**src/rtl/rf_multiport.sv**
```systemverilog
// Parametrised multi-read, dual-write integer register file with same-cycle
// write-to-read bypass, optional hardwired-zero r0 and a one-entry-per-cycle bulk clear.
module rf_multiport #(
  parameter int unsigned XLEN     = 32,
  parameter int unsigned NREGS    = 32,
  parameter int unsigned NRD      = 2,
  parameter int unsigned ZERO_REG = 1,
  localparam int unsigned AW      = $clog2(NREGS)
) (
  input  logic                clk_i,
  input  logic                reset_i,
  input  logic [NRD*AW-1:0]   rs_addr_i,
  output logic [NRD*XLEN-1:0] rs_data_o,
  input  logic                we0_i,
  input  logic [AW-1:0]       wa0_i,
  input  logic [XLEN-1:0]     wd0_i,
  input  logic                we1_i,
  input  logic [AW-1:0]       wa1_i,
  input  logic [XLEN-1:0]     wd1_i,
  input  logic                clr_req_i,
  output logic                clr_busy_o,
  output logic                clr_done_o
);

  typedef enum logic [1:0] {
    S_IDLE  = 2'd0,
    S_CLEAR = 2'd1,
    S_DONE  = 2'd2
  } state_e;

  state_e            state_q, state_d;
  logic [AW-1:0]     idx_q, idx_d;
  logic [XLEN-1:0]   mem_q [NREGS];
  logic [XLEN-1:0]   mem_d [NREGS];
  logic              eff0, eff1;
  logic [AW-1:0]     ra;

  // Writes to r0 are squashed here so neither the array nor the bypass sees them.
  assign eff0 = we0_i && (state_q == S_IDLE) && !((ZERO_REG != 0) && (wa0_i == '0));
  assign eff1 = we1_i && (state_q == S_IDLE) && !((ZERO_REG != 0) && (wa1_i == '0));

  always_comb begin
    state_d    = state_q;
    idx_d      = idx_q;
    clr_busy_o = 1'b0;
    clr_done_o = 1'b0;
    unique case (state_q)
      S_IDLE: begin
        if (clr_req_i) begin
          state_d = S_CLEAR;
          idx_d   = '0;
        end
      end
      S_CLEAR: begin
        clr_busy_o = 1'b1;
        idx_d      = idx_q + 1'b1;
        if (idx_q == AW'(NREGS - 1)) state_d = S_DONE;
      end
      S_DONE: begin
        clr_done_o = 1'b1;
        state_d    = S_IDLE;
      end
      default: state_d = S_IDLE;
    endcase
  end

  // Port 1 is applied after port 0 so it wins on an address collision.
  always_comb begin
    mem_d = mem_q;
    if (state_q == S_CLEAR) begin
      mem_d[idx_q] = '0;
    end else begin
      if (eff0) mem_d[wa0_i] = wd0_i;
      if (eff1) mem_d[wa1_i] = wd1_i;
    end
  end

  always_ff @(posedge clk_i or posedge reset_i) begin
    if (reset_i) begin
      state_q <= S_IDLE;
      idx_q   <= '0;
      for (int unsigned i = 0; i < NREGS; i++) mem_q[i] <= '0;
    end else begin
      state_q <= state_d;
      idx_q   <= idx_d;
      mem_q   <= mem_d;
    end
  end

  always_comb begin
    rs_data_o = '0;
    ra        = '0;
    for (int unsigned k = 0; k < NRD; k++) begin
      ra = rs_addr_i[k*AW +: AW];
      if ((ZERO_REG != 0) && (ra == '0))
        rs_data_o[k*XLEN +: XLEN] = '0;
      else if (eff1 && (wa1_i == ra))
        rs_data_o[k*XLEN +: XLEN] = wd1_i;
      else if (eff0 && (wa0_i == ra))
        rs_data_o[k*XLEN +: XLEN] = wd0_i;
      else
        rs_data_o[k*XLEN +: XLEN] = mem_q[ra];
    end
  end

endmodule

```
**config.mk**
```make
export PLATFORM = sky130hd
export DESIGN_NAME = rf_multiport
export DESIGN_NICKNAME = d
export VERILOG_FILES = /design/src/rtl/rf_multiport.sv
export SDC_FILE = /design/constraint.sdc
export NUM_CORES = 2
export LEC_CHECK = 0
export BUFFER_PORTS_ARGS = -buffer_cell sky130_fd_sc_hd__buf_4
export CAP_MARGIN = 40
export CORE_ASPECT_RATIO = 1.75
export CORE_MARGIN = 8
export CORE_UTILIZATION = 50
export DETAILED_ROUTE_END_ITERATION = 7
export PLACE_DENSITY = 0.69
export SETUP_SLACK_MARGIN = 0.02
export SYNTH_ARGS = -nofsm -noshare
export SYNTH_HDL_FRONTEND = slang
export SYNTH_SLANG_ARGS = --single-unit
```
**constraint.sdc**
```tcl
create_clock -name clk_i -period 52.1 [get_ports clk_i]
set_input_delay 7.815 -clock clk_i [delete_from_list [all_inputs] [get_ports clk_i]]
set_output_delay 7.815 -clock clk_i [all_outputs]
set_load 0.02 [all_outputs]
```
==> flow_metrics.env <==
export IMPL_post_route_cells_drive_above_1_share_pct=18.0
export IMPL_synth_area_in_compound_gates_pct=21.0
export IMPL_grt_remaining_overflow=0
export IMPL_placement_io_buffers=154
export IMPL_pin_count_of_the_biggest_net_entering_global_routing=234
export IMPL_worst_path_dominant_cell_family="buffers and inverters"
export IMPL_io_pins=155
export IMPL_crit_top_cell="buf_4"
export IMPL_postRouteAntennaNets=0
export IMPL_cts_setup_buffers=0
export IMPL_run_status="complete, but fails checks"
export IMPL_number_of_distinct_library_cell_variants_in_the_gate_level_netlist_after_synthesis=60
export IMPL_timing_fmax_mhz=47.9
export IMPL_postSynth_asyncResetShare_pct=100
export IMPL_clock_power_share_pct=29.4
export IMPL_floorplan_rows=186
export IMPL_comb_power_share_pct=34.8
export IMPL_cts_buffers_inserted=97
export IMPL_net_switching_power_mw=1.14
export IMPL_design_power_total_mw=2.78
export IMPL_path_clk_slew_ns=0.07
export IMPL_syn_to_final_growth_pct=9.43
export IMPL_detailedPlacementHpwl_mm=184
export IMPL_power_leakage_nw=35.9
export IMPL_ff2ff_path_depth=7
export IMPL_hold_viol=0
export IMPL_timing_critical_path_cells="buf_8, buf_4, buf_4, buf_4, mux4_2, mux4_2, a221oi_1, o21ai_0, buf_4"
export IMPL_timing_max_transition_violations_final=0
export IMPL_fin_nets=6816
export IMPL_drc=3
export IMPL_synth_enable_flop_cells=0
export IMPL_critical_path_max_stage_delay_ns=0.78
export IMPL_dr_max_layer_used="met5"
export IMPL_core_mm2=0.147
export IMPL_clock_latency_ns=0.75
export IMPL_timing_critical_path_required_ns=44.28
export IMPL_worst_endpoint_arrival_ns=13.06
export IMPL_post_route_min_period_ns=20.88
export IMPL_initial_core_util_pct=50.4
export IMPL_cts_tree="yes"
export IMPL_vias_in_the_first_global_route=65200
export IMPL_cellInternalPower_mw=1.64
export IMPL_drt_met1_wl_mm=103
export IMPL_detailedPlace_worstSlack_ns=31.33
export IMPL_startpoint_type="input port"
export IMPL_tightestPinTransition_ns=1.30
export IMPL_global_route_wire_length_before_repair_mm=459
export IMPL_final_core_utilization_pct=55.1
export IMPL_layout_area_seq_mm2=0.0258
export IMPL_share_seq_of_total_power_pct=35.8
export IMPL_synthesis_instances=7187
export IMPL_dominantRegCellSynth="dfrtp_1"
export IMPL_detail_route_wirelength_mm=319
export IMPL_dieArea_mm2=0.161
export IMPL_routed_via_density=7.62
export IMPL_postSynthAreaPerCell_um2=10.3
export IMPL_track_usage_pct=38.3
export IMPL_worst_r2r_setup_slack_ns=48.29
export IMPL_antenna_found_initial=35
export IMPL_criticalPathCategory="in2out"
export IMPL_min_delay_start="mem_q[1020]"
export IMPL_worst_hold_end="mem_q[1020]"
export IMPL_synthesized_area_fraction_occupied_by_adder_cells_pct=0.0846
export IMPL_crit_reg2reg_capture="mem_q[492]"
export IMPL_met3RoutedLength_mm=48.1
export IMPL_cts_hold_buffers=0
export IMPL_ir_drop_v=0.0000618
export IMPL_synthMuxAreaShare_pct=30.7
export IMPL_setup_worst_path_end_class="output pin"
export IMPL_chipHeight_um=525
export IMPL_largest_family_of_logic_cells_by_synthesized_area="multiplexers"
export IMPL_synth_xor_xnor_area_share_pct=0.237
export IMPL_finalCritPeriodShare_pct=40.1
export IMPL_synth_seq_area_share_pct=34.9
export IMPL_setup_viol=0
export IMPL_clock_sinks=1031
export IMPL_synth_simple_gate_area_share_pct=7.67
export IMPL_cp_max_fo=65
export IMPL_failed_checks="design-rule violations"
export IMPL_fraction_of_power_spent_switching_nets_pct=40.9
export IMPL_fin_worst_skew_ns=0.0220
export IMPL_crit_reg2reg_launch="state_q[0]"
export IMPL_yosys_warnings=0
export IMPL_hold_path_depth=1
export IMPL_place_gp_congestion=0.930
export IMPL_die_width_um=307
export IMPL_slowest_stage="buf_4"
export IMPL_ys_ff_latch=1031
export IMPL_setup_ws_ns=31.22
export IMPL_final_cell_area_mm2=0.0809
export IMPL_power_density_mw_per_mm2=34.3
export IMPL_clk_root_buffer_cell="clkbuf_16"
export IMPL_slew_headroom_pct=13.1
export IMPL_vias=67100
export IMPL_drt_iter0_drc=10900
export IMPL_met2WireLength_mm=135
export IMPL_clock_buffer_depth=3
export IMPL_area_of_the_mapped_netlist_mm2=0.0740
export IMPL_syn_num_nets=7281
export IMPL_wire_per_inst_um=36.2
export IMPL_rsz0062_at_grt="false"
export IMPL_drt_pass1_iter_count=8
export IMPL_fill_cells=12200
export IMPL_worst_path_buf_inv=5
export IMPL_timing_hold_worst_class="reg2reg"
export IMPL_detailed_place_area_mm2=0.0773
export IMPL_multi_input_gate_area_in_the_final_layout_mm2=0.0451
export IMPL_max_cap_violations=0
export IMPL_cts_max_level=3
export IMPL_post_cts_resized=0
export IMPL_tns_ns=0
[cell type report]
| type | count | share of cell area (%) |
|---|---|---|
| tap | 1974 | 3.05 |
| inverter | 19 | 0.0974 |
| clock buffer | 123 | 3.31 |
| timing repair buffer | 378 | 4.87 |
| antenna | 30 | 0.0928 |
| clock inverter | 57 | 1.01 |
| multi-input combinational | 5195 | 55.7 |
| sequential | 1031 | 31.9 |
[per-stage QoR]
stage | std cells | hold WS (ns)
2_1_floorplan | 7187 | 0.477
4_1_cts | 8768 | 0.528
3_5_place_dp | 8588 | 0.510
3_3_place_gp | 8525 | 0.493
6_report | 8807 | 0.534
5_1_grt | 8780 | 0.540
[flip-flops by register name, indices dropped and copies added (netlist names)]
register and flops:
mem_q 1024, state_q 2, idx_q 5
[power groups by stage]
stage               registers (mW)  clock network, mW  logic [mW]
finish                       0.993              0.817       0.968
floorplan                    0.966                  0       0.549
global route                  1.00              0.844       0.978
detailed placement            1.00                  0       0.918
global placement             0.995                  0       0.885
CTS                          0.989              0.815       0.920
[cells in the mapped netlist (17+ instances only)]
cell | n | area (um^2)
dfrtp_1 | 1031 | 25800
mux2i_1 | 1014 | 10100
a22o_1 | 940 | 8230
nor2_1 | 787 | 2950
a21oi_1 | 767 | 3840
clkbuf_1 | 649 | 2440
mux4_2 | 558 | 12600
nand2_1 | 312 | 1170
o21ai_0 | 273 | 1370
buf_2 | 154 | 771
a22oi_1 | 106 | 796
buf_1 | 80 | 300
and3_1 | 66 | 413
nor2b_1 | 60 | 375
a221o_1 | 56 | 561
nand3_1 | 52 | 260
buf_4 | 42 | 315
a31oi_1 | 35 | 219
o22ai_1 | 24 | 150
inv_1 | 18 | 67.6
nor3_1 | 18 | 90.1
clkbuf_2 | 17 | 85.1
[cells in the final DEF (no fill, tap or decap), types with 55 or more instances in the layout]
cell and n:
buf_4 295, nand2_1 298, mux4_2 558, a22o_1 940, a221o_1 56, nor2b_1 55, a22oi_1 106, o21ai_0 273
and3_1 58, nor2_1 777, a21oi_1 747, dfrtp_1 1031, clkbuf_16 98, mux2i_1 1014
[how the worst max path moves through the flow]
stage,startpoint,endpoint,slack (ns),cells past startpoint
floorplan,reset_i,idx_q[0],15.27,1
global placement,rs_addr_i[0],rs_data_o[2],31.41,9
detailed placement,rs_addr_i[0],rs_data_o[2],31.33,9
CTS,rs_addr_i[0],rs_data_o[2],31.34,9
global route,rs_addr_i[0],rs_data_o[2],30.98,9
finish,rs_addr_i[0],rs_data_o[2],31.22,9
[kinds of logic (layout without fill, tap and decap cells)]
logic type,Yosys count,in the layout
adder cells (fa/ha/maj),5,5
multiplexers,1574,1574
XOR/XNOR,20,20
AO/OA/AOI/OAI,2249,2249
other,0,30
flip-flops,1031,1031
AND/OR/NAND/NOR,1347,1347
buffers and inverters,961,577
[per-layer routing]
| layer | GRT usage [%] | vias to the layer above |
|---|---|---|
| li1 | - | 26400 |
| met1 | 45.2 | 32800 |
| met2 | 54.7 | 6008 |
| met3 | 14.6 | 1937 |
| met4 | 32.3 | 26 |
| met5 | 0 | - |
Power figures use the tool's default switching activity.
